[src/rtl/alu_pkg.sv]
// rtl/alu_pkg.sv - shared ALU widths and shift result record types
package alu_pkg;

    localparam int ALU_WIDTH = 64;
    localparam int ALU_SHW   = 6;
    localparam int ALU_TAGW  = 8;

    typedef struct packed {
        logic zero;
        logic neg;
        logic carry;
    } alu_flags_t;

    typedef struct packed {
        logic [ALU_WIDTH-1:0] result;
        alu_flags_t           flags;
        logic [ALU_TAGW-1:0]  tag;
    } alu_result_t;

endpackage

[src/rtl/alu_result_fifo.sv]
// rtl/alu_result_fifo.sv - synchronous result FIFO with occupancy count
module alu_result_fifo
    import alu_pkg::*;
#(
    parameter int  DEPTH = 2,
    parameter type T     = alu_result_t
) (
    input  logic                       clk,
    input  logic                       rst_n,
    input  logic                       push_valid,
    output logic                       push_ready,
    input  T                           push_data,
    output logic                       pop_valid,
    input  logic                       pop_ready,
    output T                           pop_data,
    output logic [$clog2(DEPTH):0]     count
);

    localparam int PW = $clog2(DEPTH);

    T                mem [DEPTH];
    logic [PW-1:0]   wr_ptr;
    logic [PW-1:0]   rd_ptr;
    logic            push;
    logic            pop;

    // Full and empty come straight from the registered count, so neither
    // handshake input can reach a ready/valid output combinationally.
    assign push_ready = (count != (PW+1)'(DEPTH));
    assign pop_valid  = (count != '0);
    assign push       = push_valid && push_ready;
    assign pop        = pop_valid && pop_ready;
    assign pop_data   = mem[rd_ptr];

    always_ff @(posedge clk or negedge rst_n) begin
        if (!rst_n) begin
            wr_ptr <= '0;
            rd_ptr <= '0;
            count  <= '0;
            for (int i = 0; i < DEPTH; i++) begin
                mem[i] <= '0;
            end
        end else begin
            if (push) begin
                mem[wr_ptr] <= push_data;
                wr_ptr      <= wr_ptr + 1'b1;
            end
            if (pop) begin
                rd_ptr <= rd_ptr + 1'b1;
            end
            if (push && !pop) begin
                count <= count + 1'b1;
            end else if (pop && !push) begin
                count <= count - 1'b1;
            end
        end
    end

endmodule

[src/rtl/alu_shift_result_stage.sv]
// rtl/alu_shift_result_stage.sv - registered sll result stage with flags, tags and FIFO
module alu_shift_result_stage
    import alu_pkg::*;
#(
    parameter int WIDTH = ALU_WIDTH,
    parameter int SHW   = ALU_SHW,
    parameter int DEPTH = 2,
    parameter int TAGW  = ALU_TAGW
) (
    input  logic                     clk,
    input  logic                     rst_n,
    input  logic                     in_valid,
    output logic                     in_ready,
    input  logic [WIDTH-1:0]         in_a,
    input  logic [SHW-1:0]           in_shamt,
    input  logic [WIDTH-1:0]         in_result,
    output logic                     out_valid,
    input  logic                     out_ready,
    output logic [WIDTH-1:0]         out_result,
    output logic                     out_zero,
    output logic                     out_neg,
    output logic                     out_carry,
    output logic [TAGW-1:0]          out_tag,
    output logic [$clog2(DEPTH):0]   count
);

    typedef struct packed {
        logic [WIDTH-1:0] result;
        alu_flags_t       flags;
        logic [TAGW-1:0]  tag;
    } entry_t;

    logic [TAGW-1:0] tag_q;
    logic [SHW-1:0]  carry_idx;
    logic            push;
    entry_t          push_entry;
    entry_t          head;

    // The last bit shifted out of a left shift by s is a[WIDTH-s]; modulo
    // WIDTH that index is simply -s in SHW bits.
    assign carry_idx = SHW'(0) - in_shamt;
    assign push      = in_valid && in_ready;

    always_comb begin
        push_entry             = '0;
        push_entry.result      = in_result;
        push_entry.flags.zero  = (in_result == '0);
        push_entry.flags.neg   = in_result[WIDTH-1];
        push_entry.flags.carry = (in_shamt != '0) && in_a[carry_idx];
        push_entry.tag         = tag_q;
    end

    always_ff @(posedge clk or negedge rst_n) begin
        if (!rst_n) begin
            tag_q <= '0;
        end else if (push) begin
            tag_q <= tag_q + 1'b1;
        end
    end

    alu_result_fifo #(
        .DEPTH (DEPTH),
        .T     (entry_t)
    ) u_fifo (
        .clk        (clk),
        .rst_n      (rst_n),
        .push_valid (in_valid),
        .push_ready (in_ready),
        .push_data  (push_entry),
        .pop_valid  (out_valid),
        .pop_ready  (out_ready),
        .pop_data   (head),
        .count      (count)
    );

    assign out_result = head.result;
    assign out_zero   = head.flags.zero;
    assign out_neg    = head.flags.neg;
    assign out_carry  = head.flags.carry;
    assign out_tag    = head.tag;

endmodule

[config.mk]
export PLATFORM = sky130hd
export DESIGN_NAME = alu_shift_result_stage
export DESIGN_NICKNAME = d
export VERILOG_FILES = /design/src/rtl/alu_pkg.sv /design/src/rtl/alu_result_fifo.sv /design/src/rtl/alu_shift_result_stage.sv
export SDC_FILE = /design/constraint.sdc
export NUM_CORES = 1
export LEC_CHECK = 0
export CAP_MARGIN = 20
export CORE_MARGIN = 2
export CORE_UTILIZATION = 30
export CTS_CLUSTER_SIZE = 40
export DETAILED_ROUTE_END_ITERATION = 8
export PLACE_DENSITY = 0.52
export SYNTH_ARGS = -nofsm -noshare
export SYNTH_HDL_FRONTEND = slang
export SYNTH_SLANG_ARGS = --single-unit
[constraint.sdc]
create_clock -name clk -period 2.75 [get_ports clk]
set_input_delay 0.4125 -clock clk [delete_from_list [all_inputs] [get_ports clk]]
set_output_delay 0.4125 -clock clk [all_outputs]
set_load 0.01 [all_outputs]
==> flow_metrics.env, run 1 <==
export IMPL_antenna_found_initial=1
export IMPL_gp_congestion=0.7975
export IMPL_cp_startpoint="u_fifo.rd_ptr$_DFFE_PN0P_"
export IMPL_grt_use_total_pct=14.97
export IMPL_vias=5255
export IMPL_clk_pin_slew_worst_paths_ns=0.07
export IMPL_layout_nets=899
export IMPL_antenna_left=0
export IMPL_cap_violations=0
export IMPL_grt_max_degree=66
export IMPL_root_buffer="clkbuf_16"
export IMPL_rsz0062_at_grt="no"
export IMPL_ys_ff_latch=160
export IMPL_syn_inst=534
export IMPL_synth_cell_types=38
export IMPL_power_uw=12450
export IMPL_hold_ws_ns=0.4870
export IMPL_clock_skew_final_ns=0.008857
export IMPL_relSlewSlack_pct=57.79
export IMPL_setup_tns_ns=0
export IMPL_wirelength_um=19910
export IMPL_cts_htree_levels=4
export IMPL_netlist_area_mm2=0.007722
export IMPL_fin_crit_sh_pct=94.14
export IMPL_firstDrtPassIters=4
export IMPL_overflow=0
export IMPL_cts_buffer_depth=2
export IMPL_clock_latency_ns=0.41
export IMPL_grt_pass1_wl_um=31020
export IMPL_first_iter_violations=201
export IMPL_syn_to_final_growth_pct=42.77
export IMPL_drive_above_1_share_pct=38.52
export IMPL_end_kind="primary output"
export IMPL_routedWlPerCell_um=18.07
export IMPL_holdCritStartpoint="tag_q[7]$_DFFE_PN0P_"
export IMPL_synth_edf_count=0
export IMPL_yosysSeqAreaShare_pct=51.85
export IMPL_fp_dieArea_mm2=0.02704
export IMPL_viasPerCell=4.769
export IMPL_ir_worst_vdd_uv=421.4
export IMPL_status="complete, no violations"
export IMPL_final_common_cell="mux2_2"
export IMPL_leakage_uw=0.004471
export IMPL_start_kind="flip-flop"
export IMPL_critical_path_buf_inv_count=2
export IMPL_coreArea_mm2=0.02525
export IMPL_syn_nets=675
export IMPL_die_w_um=164.4
export IMPL_cts_buffers=17
export IMPL_min_path_type="flip-flop to flip-flop"
export IMPL_start_util_pct=30.58
export IMPL_io_pins=217
export IMPL_rows=58
export IMPL_cts_sinks=160
export IMPL_final_cell_mix="mux2_2, clkdlybuf4s50_1, dfrtp_1"
export IMPL_cts_tree="built"
export IMPL_async_reset_ff_share_pct=100.0
export IMPL_crit_type="flip-flop to primary output"
export IMPL_p_per_area_mw_per_mm2=1129
export IMPL_required_ns=2.34
export IMPL_crit_fanout=17
export IMPL_critPathSlowestCell="dfrtp_4"
export IMPL_hold_viol=0
export IMPL_cp_top_family="buffers and inverters"
export IMPL_port_buffers=216
export IMPL_hpwl_um=14670
export IMPL_setup_viol=0
export IMPL_die_h_um=164.4
export IMPL_critPathMaxStageDelay_ns=0.64
export IMPL_worstReg2RegStart="u_fifo.count[0]$_DFFE_PN0P_"
export IMPL_worstPathArrival_ns=2.18
export IMPL_drc=0
export IMPL_place_inst=1067
export IMPL_period_minus_slack_ns=2.589
export IMPL_tightest_slew_ns=0.6332
export IMPL_syn_area_per_cell_um2=14.46
export IMPL_synth_ff_type="dfrtp_1"
export IMPL_cp_cell_sequence="buf_4, mux2_2, clkdlybuf4s50_1"
export IMPL_fin_cells=1102
export IMPL_ys_warn_count=0
export IMPL_drv_slew=0
export IMPL_first_global_vias=5777
export IMPL_max_freq_mhz=386.3
## flip-flops by register name (all words and copies together), names as in the netlist
| register | cells |
|---|---|
| tag_q | 8 |
| u_fifo.wr_ptr | 1 |
| u_fifo.count | 2 |
| u_fifo.rd_ptr | 1 |
| u_fifo.mem | 148 |
## cells by family (layout without fill, tap and decap cells)
family,count (synthesis),count (layout),synth area share [%]
buffers and inverters,37,274,2.284
AO/OA/AOI/OAI,16,16,1.426
other,0,1,0
XOR/XNOR,15,15,1.944
AND/OR/NAND/NOR,60,60,4.164
flip-flops,160,160,51.85
multiplexers,243,243,37.85
adder cells (fa/ha/maj),3,3,0.4861
## metrics by stage
step | setup WS (ns) | utilization [%] | area (um^2)
floorplan | 0.006902 | - | 7742
global placement | -0.1061 | 41.14 | 10390
detailed placement | -0.1913 | 41.14 | 10390
CTS | 0.09952 | 43.65 | 11020
global route | 0.03862 | 43.65 | 11020
finish | 0.1611 | 43.66 | 11030
## worst paths after layout
check / slack, ns / cells past startpoint / end
worst max-delay path: 0.16 / 3 / out_result[58]
min in group asynchronous: 0.56 / 2 / u_fifo.mem[17]$_DFFE_PN0P_
max in group asynchronous: 1.48 / 3 / u_fifo.rd_ptr$_DFFE_PN0P_
worst max register to register: 0.74 / 6 / u_fifo.mem[30]$_DFFE_PN0P_
worst min-delay path: 0.49 / 1 / tag_q[7]$_DFFE_PN0P_
worst min register to register: 0.49 / 1 / tag_q[7]$_DFFE_PN0P_
## routing by layer
layer / vias up / track usage [%] / part of all wire (%)
li1: 2430 / - / -
met1: 2640 / 17.88 / 42
met2: 174 / 26.13 / 50
met3: 11 / 4.972 / 7.1
met4: 0 / 3.439 / 0.66
met5: - / 0 / 0
## layout make-up
class / instances / area [um^2]
fillers: 2341 / 14230
flip-flops and latches: 160 / 4008
multi-input cells: 337 / 3552
repair buffers: 238 / 2426
clock buffers: 18 / 429.2
well taps: 330 / 412.9
clock inverters: 14 / 180.2
inverters: 4 / 15.01
diodes: 1 / 2.502
## power breakdown
| group | internal (uW) | leakage, uW | switching, uW |
|---|---|---|---|
| clock | 1450 | 0.000297 | 976 |
| combinational | 3690 | 0.00226 | 2200 |
| sequential | 3500 | 0.00191 | 630 |
| total | 8640 | 0.00447 | 3810 |
## worst register-to-register path: cells and delay by family, from the launching register on
kind | cells | cell delay, ns
flops | 1 | 0.43
mux | 1 | 0.43
simple gates | 3 | 0.58
buf+inv | 2 | 0.46
## what timing repair did
action	4_1_cts	5_1_grt
resized for setup	0	0
endpoints found under the setup margin	39	0
endpoints found under the hold margin	7	0
setup buffers	1	0
hold buffers	1	0
## synth_stat cells (2+ instances only)
cell type  count  area [um^2]
nor3b_1        2        15.01
mux2_2       220         2477
mux4_2        12        270.3
mux4_1         4        105.1
o31ai_1        3        22.52
dfrtp_1      160         4004
nand4_1        5        31.28
buf_4          2        15.01
o21ai_0        3        15.01
nor4_1        17        106.4
inv_1          4        15.01
mux2i_1        7        70.07
xnor2_1        9        78.83
clkbuf_1      12        45.04
buf_1          5        18.77
xor2_1         5        43.79
nor2_1         9        33.78
a22oi_1        2        15.01
buf_2         12        60.06
ha_1           3        37.54
buf_6          2        22.52
nand3_1        3        15.01
nand2_1       16        60.06
a31oi_1        3        18.77
Note: power is estimated with default switching activity, not from simulation.
==> run 2: changes to the inputs <==
--- a/config.mk
+++ b/config.mk
@@ -8,7 +8,7 @@
 export CAP_MARGIN = 20
 export CORE_MARGIN = 2
 export CORE_UTILIZATION = 30
-export CTS_CLUSTER_SIZE = 40
+export CTS_CLUSTER_SIZE = 28
 export DETAILED_ROUTE_END_ITERATION = 8
 export PLACE_DENSITY = 0.52
 export SYNTH_ARGS = -nofsm -noshare
==> results of run 2 <==
The final DEF is identical to that of run 1; final timing and power are the same.
==> run 3: changes to the inputs <==
--- a/config.mk
+++ b/config.mk
@@ -8,9 +8,11 @@
 export CAP_MARGIN = 20
 export CORE_MARGIN = 2
 export CORE_UTILIZATION = 30
+export CTS_BUF_LIST = sky130_fd_sc_hd__clkbuf_4
 export CTS_CLUSTER_SIZE = 28
 export DETAILED_ROUTE_END_ITERATION = 8
 export PLACE_DENSITY = 0.52
+export SLEW_MARGIN = 40
 export SYNTH_ARGS = -nofsm -noshare
 export SYNTH_HDL_FRONTEND = slang
 export SYNTH_SLANG_ARGS = --single-unit
==> flow_metrics.env, run 3 (synthesized netlist as in run 1, its figures left out) <==
export IMPL_first_iter_violations=225
export IMPL_vias=5261
export IMPL_drv_slew=0
export IMPL_start_util_pct=30.58
export IMPL_r2r_end="u_fifo.mem[21]$_DFFE_PN0P_"
export IMPL_place_inst=1067
export IMPL_wirelength_um=19820
export IMPL_worstReg2RegStart="u_fifo.count[0]$_DFFE_PN0P_"
export IMPL_relSlewSlack_pct=58.45
export IMPL_crit_end="out_result[58]"
export IMPL_viasPerCell=4.761
export IMPL_r2r_cells=6
export IMPL_max_freq_mhz=380.4
export IMPL_cts_tree="built"
export IMPL_antenna_found_initial=2
export IMPL_clock_latency_ns=0.53
export IMPL_crit_type="flip-flop to primary output"
export IMPL_p_per_area_mw_per_mm2=1074
export IMPL_power_uw=11550
export IMPL_cap_violations=0
export IMPL_leakage_uw=0.004363
export IMPL_clk_pin_slew_worst_paths_ns=0.14
export IMPL_ir_worst_vdd_uv=413.3
export IMPL_final_cell_mix="mux2_2, clkdlybuf4s50_1, dfrtp_1"
export IMPL_cts_buffer_depth=2
export IMPL_setup_viol=0
export IMPL_tightest_slew_ns=0.6232
export IMPL_gp_congestion=0.7975
export IMPL_grt_max_degree=66
export IMPL_crit_fanout=10
export IMPL_cts_buffers=17
export IMPL_antenna_left=0
export IMPL_io_pins=217
export IMPL_period_minus_slack_ns=2.629
export IMPL_grt_pass1_wl_um=30860
export IMPL_root_buffer="clkbuf_4"
export IMPL_end_kind="primary output"
export IMPL_first_global_vias=5787
export IMPL_drive_above_1_share_pct=38.81
export IMPL_hold_viol=0
export IMPL_required_ns=2.34
export IMPL_status="complete, no violations"
export IMPL_die_w_um=164.4
export IMPL_overflow=0
export IMPL_rrSetupSlack_ns=0.73
export IMPL_fp_dieArea_mm2=0.02704
export IMPL_grt_use_total_pct=14.83
export IMPL_top_register="u_fifo.mem"
export IMPL_layout_nets=901
export IMPL_setup_tns_ns=0
export IMPL_cp_startpoint="u_fifo.rd_ptr$_DFFE_PN0P_"
export IMPL_hpwl_um=14670
export IMPL_fin_crit_sh_pct=95.60
export IMPL_clock_skew_final_ns=0.02184
export IMPL_rows=58
export IMPL_cts_sinks=160
export IMPL_drc=0
export IMPL_min_path_type="input port to asynchronous set/reset pin"
export IMPL_reg_top3="u_fifo.mem x148, tag_q x8, u_fifo.count x2"
export IMPL_routedWlPerCell_um=17.94
export IMPL_start_kind="flip-flop"
export IMPL_worstPathArrival_ns=2.22
export IMPL_fin_cells=1105
export IMPL_port_buffers=216
export IMPL_final_common_cell="mux2_2"
export IMPL_rsz0062_at_grt="yes"
export IMPL_coreArea_mm2=0.02525
export IMPL_firstDrtPassIters=4
export IMPL_syn_to_final_growth_pct=39.23
export IMPL_cts_htree_levels=4
export IMPL_die_h_um=164.4
export IMPL_largest_reg_flops=148
-- run 3: cell count changes in the layout (fill, tap and decap cells not counted), sizes merged --
cell / delta
buf: +2
diode: +1
clkdlybuf4s50: -1
dlymetal6s2s: +1
-- run 3: power by group --
group	internal, uW	switching, uW	leakage, uW	total, uW
Combinational	3710	2230	0.00228	5940
Clock	658	867	0.000169	1530
Sequential	3480	605	0.00191	4090
-- run 3: layout make-up --
type | instances | area (um^2)
sequential | 160 | 4008
antenna | 2 | 5.005
clock inverter | 14 | 180.2
tap | 330 | 412.9
clock buffer | 18 | 135.1
timing repair buffer | 240 | 2444
inverter | 4 | 15.01
multi-input combinational | 337 | 3552
fill | 2373 | 14500
-- run 3: through the flow --
step | setup WS (ns) | cell area [um^2] | utilization (%) | hold WS, ns
2_1_floorplan | 0.006902 | 7742 | - | 0.1169
3_3_place_gp | -0.1061 | 10390 | 41.14 | 0.4403
3_5_place_dp | -0.1913 | 10390 | 41.14 | 0.4481
4_1_cts | 0.02060 | 10740 | 42.54 | 0.3815
5_1_grt | -0.03156 | 10750 | 42.56 | 0.4079
6_report | 0.1209 | 10750 | 42.57 | 0.4226
-- run 3: critical path, stage by stage, from the launching register on --
cell and delay (ns):
dfrtp_4 0.58, buf_4 0.23, mux2_2 0.37, clkdlybuf4s50_1 0.49
-- run 3: repair_timing --
| item | in CTS | in global routing |
|---|---|---|
| cloned | 0 | 0 |
| setup buffers | 3 | 0 |
| endpoints found under the hold margin | 63 | 0 |
| resized for setup | 0 | 1 |
| hold buffers | 1 | 0 |
| setup endpoints to repair | 64 | 17 |
-- run 3: per-layer routing --
layer	wire, um	vias up	part of all wire, %	global-route usage, %
met3	1442	9	7.3	4.771
met2	9996	172	50	26.19
li1	-	2436	-	-
met5	0	-	0	0
met1	8251	2644	42	17.64
met4	134	0	0.68	3.202
-- run 3: worst min path at each step --
stage | from | end | slack (ns)
2_1_floorplan | rst_n | tag_q[0]$_DFFE_PN0P_ | 0.12
3_3_place_gp | rst_n | u_fifo.mem[17]$_DFFE_PN0P_ | 0.44
3_5_place_dp | rst_n | u_fifo.mem[17]$_DFFE_PN0P_ | 0.45
4_1_cts | rst_n | u_fifo.mem[17]$_DFFE_PN0P_ | 0.38
5_1_grt | rst_n | u_fifo.mem[92]$_DFFE_PN0P_ | 0.41
6_report | rst_n | u_fifo.mem[17]$_DFFE_PN0P_ | 0.42
